--- config.mk ---
export PLATFORM = sky130hd
export DESIGN_NAME = ldo_ctrl_adaptive_flat
export DESIGN_NICKNAME = d
export VERILOG_FILES = /design/src/rtl/ldo_ctrl_adaptive_if.sv /design/src/rtl/ldo_ctrl_adaptive.sv /design/src/flat_wrapper.sv
export SDC_FILE = /design/constraint.sdc
export NUM_CORES = 1
export LEC_CHECK = 0
export CELL_PAD_IN_SITES_DETAIL_PLACEMENT = 1
export CELL_PAD_IN_SITES_GLOBAL_PLACEMENT = 1
export CORE_UTILIZATION = 46
export CTS_CLUSTER_DIAMETER = 120
export CTS_CLUSTER_SIZE = 24
export DETAILED_ROUTE_END_ITERATION = 10
export DONT_BUFFER_PORTS = 1
export HOLD_SLACK_MARGIN = 0.15
export PLACE_DENSITY = 0.77
export SLEW_MARGIN = 20
export SYNTH_ARGS = -nofsm -noshare
export SYNTH_HDL_FRONTEND = slang
export SYNTH_SLANG_ARGS = --single-unit
--- constraint.sdc ---
create_clock -name clk -period 8.9 [get_ports clk]
set_input_delay 0.89 -clock clk [delete_from_list [all_inputs] [get_ports clk]]
set_output_delay 0.89 -clock clk [all_outputs]
set_load 0.01 [all_outputs]
--- src/rtl/ldo_ctrl_adaptive_if.sv ---
// Control/observation bundle between the LDO sequencer and the adaptive
// pass-device controller: update strobe, comparator, test override and status.
interface ldo_ctrl_adaptive_if #(
    parameter int N_PASS = 32,
    parameter int CNT_W  = 6
);
    logic              en;
    logic              comp_in;
    logic              test;
    logic [N_PASS-1:0] test_in;
    logic [N_PASS-1:0] pass_en;
    logic [CNT_W-1:0]  code;
    logic              lock;
    logic              at_max;
    logic              at_min;

    modport master (
        output en, comp_in, test, test_in,
        input  pass_en, code, lock, at_max, at_min
    );

    modport slave (
        input  en, comp_in, test, test_in,
        output pass_en, code, lock, at_max, at_min
    );
endinterface

--- src/rtl/ldo_ctrl_adaptive.sv ---
// Adaptive digital LDO controller: comparator decisions -> thermometer pass-device word.
// Optional macro LDO_LOCK_FREEZE_EN holds code/pass_en while LOCKED.
//
// state     | meaning
// ST_FINE   | +/-1 steps, watching for long runs or sustained reversals
// ST_COARSE | +/-COARSE_STEP steps while the comparator keeps one direction
// ST_LOCKED | limit cycle detected around the target; lock asserted
module ldo_ctrl_adaptive #(
    parameter int N_PASS      = 32,
    parameter int CNT_W       = 6,
    parameter int INIT_CODE   = 16,
    parameter int COARSE_STEP = 4,
    parameter int RUN_LEN     = 3,
    parameter int LOCK_CNT    = 8,
    parameter int UNLOCK_RUN  = 2
) (
    input logic               clk,
    input logic               rst,
    ldo_ctrl_adaptive_if.slave bus
);
    localparam int RUN_MAX = (RUN_LEN > UNLOCK_RUN) ? RUN_LEN : UNLOCK_RUN;
    localparam int RUN_W   = $clog2(RUN_MAX + 1);
    localparam int ALT_W   = $clog2(LOCK_CNT + 1);

    typedef enum logic [1:0] {
        ST_FINE   = 2'd0,
        ST_COARSE = 2'd1,
        ST_LOCKED = 2'd2
    } state_t;

    function automatic logic [N_PASS-1:0] therm(input logic [CNT_W-1:0] c);
        logic [N_PASS-1:0] t;
        t = '0;
        for (int i = 0; i < N_PASS; i++) begin
            t[i] = (i < int'(c));
        end
        return t;
    endfunction

    state_t            state_q, state_d;
    logic [CNT_W-1:0]  code_q, code_d;
    logic [RUN_W-1:0]  run_q, run_d;
    logic [ALT_W-1:0]  alt_q, alt_d;
    logic              dir_q, dir_d;
    logic [N_PASS-1:0] pass_q, pass_d;
    logic              reversal;
    logic [CNT_W:0]    step;
    logic [CNT_W:0]    sum;

    always_ff @(posedge clk) begin
        if (rst) begin
            state_q <= ST_FINE;
            code_q  <= CNT_W'(INIT_CODE);
            run_q   <= '0;
            alt_q   <= '0;
            dir_q   <= 1'b0;
            pass_q  <= therm(CNT_W'(INIT_CODE));
        end else begin
            state_q <= state_d;
            code_q  <= code_d;
            run_q   <= run_d;
            alt_q   <= alt_d;
            dir_q   <= dir_d;
            pass_q  <= pass_d;
        end
    end

    always_comb begin
        state_d  = state_q;
        code_d   = code_q;
        run_d    = run_q;
        alt_d    = alt_q;
        dir_d    = dir_q;
        reversal = 1'b0;
        step     = '0;
        sum      = {1'b0, code_q};

        if (bus.en && !bus.test) begin
            dir_d = bus.comp_in;
            // run==0 only right after reset: first decision has no previous direction
            if (run_q == '0) begin
                run_d = RUN_W'(1);
            end else if (bus.comp_in == dir_q) begin
                run_d = (run_q >= RUN_W'(RUN_MAX)) ? RUN_W'(RUN_MAX) : run_q + RUN_W'(1);
                alt_d = '0;
            end else begin
                reversal = 1'b1;
                run_d    = RUN_W'(1);
                alt_d    = (alt_q >= ALT_W'(LOCK_CNT)) ? ALT_W'(LOCK_CNT) : alt_q + ALT_W'(1);
            end

            step = (state_q == ST_COARSE && !reversal) ? (CNT_W+1)'(COARSE_STEP) : (CNT_W+1)'(1);

            case (state_q)
                ST_FINE: begin
                    if (run_d >= RUN_W'(RUN_LEN))
                        state_d = ST_COARSE;
                    else if (alt_d >= ALT_W'(LOCK_CNT))
                        state_d = ST_LOCKED;
                end
                ST_COARSE: if (reversal) state_d = ST_FINE;
                ST_LOCKED: if (run_d >= RUN_W'(UNLOCK_RUN)) state_d = ST_FINE;
                default:   state_d = ST_FINE;
            endcase

            // one extra bit of headroom so the clamp sees overflow/underflow
            if (bus.comp_in) begin
                sum = {1'b0, code_q} + step;
                if (sum > (CNT_W+1)'(N_PASS))
                    sum = (CNT_W+1)'(N_PASS);
            end else begin
                if ({1'b0, code_q} < step)
                    sum = '0;
                else
                    sum = {1'b0, code_q} - step;
            end
            code_d = sum[CNT_W-1:0];
`ifdef LDO_LOCK_FREEZE_EN
            if (state_q == ST_LOCKED && state_d == ST_LOCKED)
                code_d = code_q;
`endif
        end

        pass_d = bus.test ? bus.test_in : therm(code_d);
    end

    assign bus.pass_en = pass_q;
    assign bus.code    = code_q;
    assign bus.lock    = (state_q == ST_LOCKED);
    assign bus.at_max  = (code_q == CNT_W'(N_PASS));
    assign bus.at_min  = (code_q == '0);
endmodule

--- src/flat_wrapper.sv ---
// flat-port wrapper written by rule: the top's interface ports become plain ports
module ldo_ctrl_adaptive_flat 
#(
    parameter int N_PASS      = 32,
    parameter int CNT_W       = 6,
    parameter int INIT_CODE   = 16,
    parameter int COARSE_STEP = 4,
    parameter int RUN_LEN     = 3,
    parameter int LOCK_CNT    = 8,
    parameter int UNLOCK_RUN  = 2
)
  (clk, rst, bus_en, bus_comp_in, bus_test, bus_test_in, bus_pass_en, bus_code, bus_lock, bus_at_max, bus_at_min);
  ldo_ctrl_adaptive_if #(.N_PASS(N_PASS), .CNT_W(CNT_W)) bus_i ();
  input logic clk;
  input logic rst;
  input wire logic [$bits(bus_i.en)-1:0] bus_en;
  input wire logic [$bits(bus_i.comp_in)-1:0] bus_comp_in;
  input wire logic [$bits(bus_i.test)-1:0] bus_test;
  input wire logic [$bits(bus_i.test_in)-1:0] bus_test_in;
  output wire logic [$bits(bus_i.pass_en)-1:0] bus_pass_en;
  output wire logic [$bits(bus_i.code)-1:0] bus_code;
  output wire logic [$bits(bus_i.lock)-1:0] bus_lock;
  output wire logic [$bits(bus_i.at_max)-1:0] bus_at_max;
  output wire logic [$bits(bus_i.at_min)-1:0] bus_at_min;
  assign bus_i.en = bus_en;
  assign bus_i.comp_in = bus_comp_in;
  assign bus_i.test = bus_test;
  assign bus_i.test_in = bus_test_in;
  assign bus_pass_en = bus_i.pass_en;
  assign bus_code = bus_i.code;
  assign bus_lock = bus_i.lock;
  assign bus_at_max = bus_i.at_max;
  assign bus_at_min = bus_i.at_min;
  ldo_ctrl_adaptive #(.N_PASS(N_PASS), .CNT_W(CNT_W), .INIT_CODE(INIT_CODE), .COARSE_STEP(COARSE_STEP), .RUN_LEN(RUN_LEN), .LOCK_CNT(LOCK_CNT), .UNLOCK_RUN(UNLOCK_RUN)) u_core (.clk(clk), .rst(rst), .bus(bus_i));
endmodule
* Word-level counts from Yosys, hierarchy flattened
Cells that the tools add are included.
** Word-level totals
- Output and inout port bits :: 41
- Register bits :: 47
- Logic and storage cells :: 86
** Operators by class
- Order comparisons :: 39
- Muxes and demuxes :: 22
- Eq/ne operators :: 7
- Add/subtract/negate cells :: 4
- Reduce and logical (&&, ||, !) cells :: 8
** Operators with widths (count)
- < comparator 5 x 6 -> 1 bit (first input constant) :: 16
- < comparator 4 x 6 -> 1 bit (first input constant) :: 8
- two-way mux 32 bit :: 1
- < comparator 3 x 6 -> 1 bit (first input constant) :: 4
- two-way mux 6 bit :: 4
- two-way mux 2 bit :: 8
- two-way mux 4 bit :: 4
- < comparator 1 x 6 -> 1 bit (first input constant) :: 2
- < comparator 2 x 6 -> 1 bit (first input constant) :: 2
- greater-or-equal comparator 4 bit (second input constant) :: 2
- adder 6 x 3 -> 7 bit :: 1
- > comparator 7 x 6 -> 1 bit (second input constant) :: 1
- < comparator 6 x 7 -> 1 bit :: 1
- == test 6 bit (second input constant) :: 1
- greater-or-equal comparator 2 bit (second input constant) :: 3
- logical NOT 6 bit :: 1
- case mux 2 bit (3 select lines) :: 1
- subtractor 6 bit :: 1
- adder 4 x 1 -> 4 bit (second input constant) :: 1
- logical NOT 2 bit :: 2
- AND reduction 4 bit :: 1
- two-way mux 1 bit :: 3
- two-way mux 3 bit :: 1
- inequality test 3 x 1 -> 1 bit (second input constant) :: 1
- 8 further kinds :: 10

* Longest topological paths before layout
- Word-level depth :: 14
- Depth in mapped cells :: 14
- Gate-level depth less buffers :: 13

* Worst setup path after synthesis
OpenSTA, ideal clock, no wires.
- Path kind :: input to register
- Start :: in bus_comp_in
- End :: reg u_core.pass_q[20], in the netlist u_core.bus.pass_en[20]
- Arrival time :: 3.616 ns
- Library setup time :: 0.132 ns
- Buffers on the path :: 2
- Required time :: 8.768 ns
- Cell stages on the path :: 14
- Setup slack :: 5.152 ns
- Cells stage by stage :: buf_2 -> xnor2_1 -> nor2_1 -> nor2_1 -> nand2_1 -> ha_1 -> and3b_1 -> buf_2 -> or2_1 -> xnor2_1 -> a31oi_1 -> o21ai_2 -> a32oi_1 -> a21oi_1
** Between the ends
- Cells in the longest elaborated chain, start to end :: 14
** Ends and longest elaborated chain
- start, declared :: RTL line flat_wrapper.sv:17 : input wire logic [$bits(bus_i.comp_in)-1:0] bus_comp_in;
- == test 1 bit :: RTL line ldo_ctrl_adaptive.sv:83 : end else if (bus.comp_in == dir_q) begin
- two-way mux 1 bit :: RTL line ldo_ctrl_adaptive.sv:83
- two-way mux 1 bit :: RTL line ldo_ctrl_adaptive.sv:81 : if (run_q == '0) begin
- two-way mux 1 bit :: RTL line ldo_ctrl_adaptive.sv:78 : if (bus.en && !bus.test) begin
- logical NOT 1 bit :: RTL line ldo_ctrl_adaptive.sv:92 : step = (state_q == ST_COARSE && !reversal) ? (CNT_W+1)'(COARSE_STEP) : (CNT_W+1)'(1);
- logical AND 1 bit :: RTL line ldo_ctrl_adaptive.sv:92
- two-way mux 3 bit :: RTL line ldo_ctrl_adaptive.sv:92
- adder 6 x 3 -> 7 bit :: RTL line ldo_ctrl_adaptive.sv:108 : sum = {1'b0, code_q} + step;
- > comparator 7 x 6 -> 1 bit :: RTL line ldo_ctrl_adaptive.sv:109 : if (sum > (CNT_W+1)'(N_PASS))
- two-way mux 6 bit :: RTL line ldo_ctrl_adaptive.sv:109
- two-way mux 6 bit (*) :: RTL line ldo_ctrl_adaptive.sv:107 : if (bus.comp_in) begin
- two-way mux 6 bit (*) :: RTL line ldo_ctrl_adaptive.sv:78
- < comparator 5 x 6 -> 1 bit (*) :: RTL line ldo_ctrl_adaptive.sv:35 : t[i] = (i < int'(c));
- two-way mux 32 bit (*) :: RTL line ldo_ctrl_adaptive.sv:124 : pass_d = bus.test ? bus.test_in : therm(code_d);
- end signal, assigned :: RTL line ldo_ctrl_adaptive.sv:57 : pass_q <= therm(CNT_W'(INIT_CODE));
- end signal, assigned :: RTL line ldo_ctrl_adaptive.sv:64 : pass_q <= pass_d;
- end, declared :: RTL line ldo_ctrl_adaptive.sv:45 : logic [N_PASS-1:0] pass_q, pass_d;
Mark *: on every way between the ends. The rest lies on a longest branch, timed or not. The select of a mux whose other input is x is not followed.
A chain may end at the register's enable or synchronous reset.

* Worst setup path after layout
- Start :: in bus_comp_in
- End :: reg u_core.pass_q[8], in the netlist u_core.bus.pass_en[8]
** Between the ends
- Cells in the longest elaborated chain, start to end :: 14
** Ends and longest elaborated chain (RTL line)
- == test 1 bit :: ldo_ctrl_adaptive.sv:83
- two-way mux 1 bit :: ldo_ctrl_adaptive.sv:83
- two-way mux 1 bit :: ldo_ctrl_adaptive.sv:81
- two-way mux 1 bit :: ldo_ctrl_adaptive.sv:78
- logical NOT 1 bit :: ldo_ctrl_adaptive.sv:92
- logical AND 1 bit :: ldo_ctrl_adaptive.sv:92
- two-way mux 3 bit :: ldo_ctrl_adaptive.sv:92
- adder 6 x 3 -> 7 bit :: ldo_ctrl_adaptive.sv:108
- > comparator 7 x 6 -> 1 bit :: ldo_ctrl_adaptive.sv:109
- two-way mux 6 bit :: ldo_ctrl_adaptive.sv:109
- two-way mux 6 bit (*) :: ldo_ctrl_adaptive.sv:107
- two-way mux 6 bit (*) :: ldo_ctrl_adaptive.sv:78
- < comparator 4 x 6 -> 1 bit (*) :: ldo_ctrl_adaptive.sv:35
- two-way mux 32 bit (*) :: ldo_ctrl_adaptive.sv:124
Marked as above.

==> impl_results.md <==
- Final Setup Violations: 0
- Row count: 26
- Worst path arrival time: 4.29 ns
- Final design area excluding fillers: 2630 µm²
- Synth Area per Inst: 8.25 µm²
- Leak Pwr: 0.990 nW
- Crit path max-delay family: compound AO/OA/AOI/OAI gates
- Clock latency on the worst-skew pair: 0.31 ns
- Hpwl dp: 5030 µm
- Ys Warns: 0
- CTS tree: built
- Setup crit end kind: flop
- Worst vdd ir: 0.0783 mV
- Stages on worst setup path: 12
- Most common cell in the netlist: dfxtp_1
- Cell taking the most area after synthesis: dfxtp_1
- Largest family of logic cells by synthesized area: simple AND/OR/NAND/NOR gates
- Outcome: finished, final reports clean
- Yosys top cell area share: 37.6%
- Worst r2r src: u_core.dir_q
- Chip Width: 75.7 µm
- Max-Cap Viols: 0
- Initial detailed-routing violation count: 48
- RSZ-0062 raised after global routing: false
- Setup TNS: 0 ns
- Ant diodes: 0
- Setup crit start kind: input pin
- Nets@finish: 340
- Via count: 2160
- Final Core Density: 50.8%
- Slowest CP cell: a31oi_1
- Final worst path period need: 4.10 ns
- Clock sink count: 47
- Cell Chain, Critical Path: xnor2_1, nor2_1, nor2_1, nand2_1, ha_1, and3b_1, or2_1, xnor2_1, a31oi_1, o21ai_2, o21ai_0, a21oi_1
- Min Hold Slack: 0.473 ns
- Die area: 5730 µm²
- Post-CTS Setup Bufs: 0
- Post-synth top flop: dfxtp_1
- Period utilization: 46.1%
- Depth of the worst register-to-register path: 12
- Tightest Hold Check Type: flop to flop
- Antenna viol nets, final: 0
- Hold endpoint: u_core.dir_q
- Post-route setup slack: 4.80 ns
- Post-Synth Adder-Cell Area: 4.00%
- Pre-CTS setup slack: 4.53 ns
- Total grt overflow: 0
- Global-route wire length before repair: 10900 µm
- Gpl congestion: 0.852
- I/O pin total: 78
- Mapped Area: 2500 µm²
- Worst path buffer plus inverter count: 0
- PD cells: 174 nW/µm²
- Critical path class: input pin to flop
- FF-to-FF setup slack: 5.04 ns
- Placed cell count: 358
- Multiplexer share of the synthesized area: 2.05%
- Vias per std cell: 5.90
- Die height: 75.7 µm
- Tightest Pin Transition: 0.990 ns
- Share of layout cells above drive strength 1: 9.80%
- CP peak stage delay: 0.60 ns
- Htree depth: 2
- Residual DRC count: 0
- Cell area after placement: 2510 µm²
- Starting density of the core: 48.3%
- Post-synth top cells: dfxtp_1, nand2_1, nor2_1
- Number of global-route vias before repair: 2158
- IO Port Bufs: 0
- Routed WL: 6780 µm
- Post-route insts no fill: 366
- Relative slew slack: 33.9%
- Total core area: 5170 µm²
- Slew Viols, Final: 0
- Worst hold start: u_core.dir_q
- Synth Area in Simple Gates: 25.5%
- Share of flip-flops with an asynchronous set or reset: 0%
- Resize count post-CTS: 0
- CTS Buf Count: 5
- Synth Instances: 303
- DR pass1 iterations: 4
- Clock tree buffer depth: 2
- Required @ worst endpoint: 9.09 ns
- Clk pin slew, worst setup/hold paths: 0.10 ns
- Post-synth cell types: 64
- Worst-path maximum fanout: 17
- RR Endpoint: u_core.bus.pass_en[8]
- Post-Syn Nets: 348
- WL/cell: 18.5 µm
- Max frequency: 244 MHz
- Antenna violations before repair: 0
- Area contributors post-synth: dfxtp_1, nand2_1, a21oi_1
- Seq cells post-synth: 47
- EDFF count, synth: 0
- Clk_skew: 0.0169 ns
- Root Driver: clkbuf_8
- Register area share after synthesis: 37.6%
- Total power: 0.458 mW
- GRT Util Overall: 25.0%
- Cts hold-fix bufs: 0
- Area Overhead vs Synth: 5.11%
- Synth Area in XOR/XNOR: 1.05%
- Final Hold Viols: 0
- Largest net degree at the start of global routing: 32
- Hold Crit Depth: 2
- Compound-Gate Fraction of Synth Area: 24.9%
how the worst max path moves through the flow:
stage                     slack, ns                endpoint        start
after floorplan                5.15  u_core.bus.pass_en[20]  bus_comp_in
after global placement         4.81  u_core.bus.pass_en[20]  bus_comp_in
after detailed placement       4.53   u_core.bus.pass_en[8]  bus_comp_in
after CTS                      4.87   u_core.bus.pass_en[8]  bus_comp_in
after global routing           4.51   u_core.bus.pass_en[8]  bus_comp_in
final                          4.80   u_core.bus.pass_en[8]  bus_comp_in
state kept, by name (all words and copies together), names as in the netlist, named ones only:
register,flops
u_core.dir_q,1
u_core.run_q,2
u_core.bus.code,6
u_core.state_q,2
u_core.bus.pass_en,32
u_core.alt_q,1
tightest hold or removal path, stage by stage (launching register included):
cell and delay (ns):
dfxtp_1 0.33, nand2_1 0.06, a21oi_1 0.05
cells by family (layout without fill, tap and decap cells):
family | Yosys count | after routing
xor+xnor | 3 | 3
simple gates | 127 | 127
compound gates | 86 | 86
mux | 5 | 5
flops | 47 | 47
fa+ha+maj | 8 | 8
buf+inv | 27 | 20
cells in the final DEF (no fill, tap or decap), types with 4 or more instances in the layout:
cell type / instances
nand2_1: 37
inv_1: 11
nand3_1: 11
nand2b_1: 4
nand4_1: 5
dfxtp_1: 47
a22oi_1: 4
a21oi_1: 27
nor3_1: 8
o21ai_0: 16
mux2i_1: 4
clkbuf_8: 5
nor2_1: 35
ha_1: 8
a31oi_1: 4
report_power, final:
group | internal (mW) | total [mW] | switching, mW
combinational | 0.0222 | 0.0611 | 0.0389
clock | 0.0847 | 0.162 | 0.0775
sequential | 0.222 | 0.234 | 0.0126
routing by layer:
metal | share of wire, % | vias to the layer above | track usage (%)
li1 | - | 1068 | -
met1 | 45 | 1019 | 33.9
met2 | 47 | 68 | 40.4
met3 | 7.8 | 5 | 6.35
met4 | 0.47 | 0 | 4.73
met5 | 0 | - | 0
layout make-up:
class	instances	area [µm²]
clock buffers	5	68.8
clock inverters	3	46.3
fillers	630	2540
inverters	12	45.0
multi-input cells	229	1440
flip-flops and latches	47	941
well taps	70	87.6
Power figures use the tool's default switching activity.
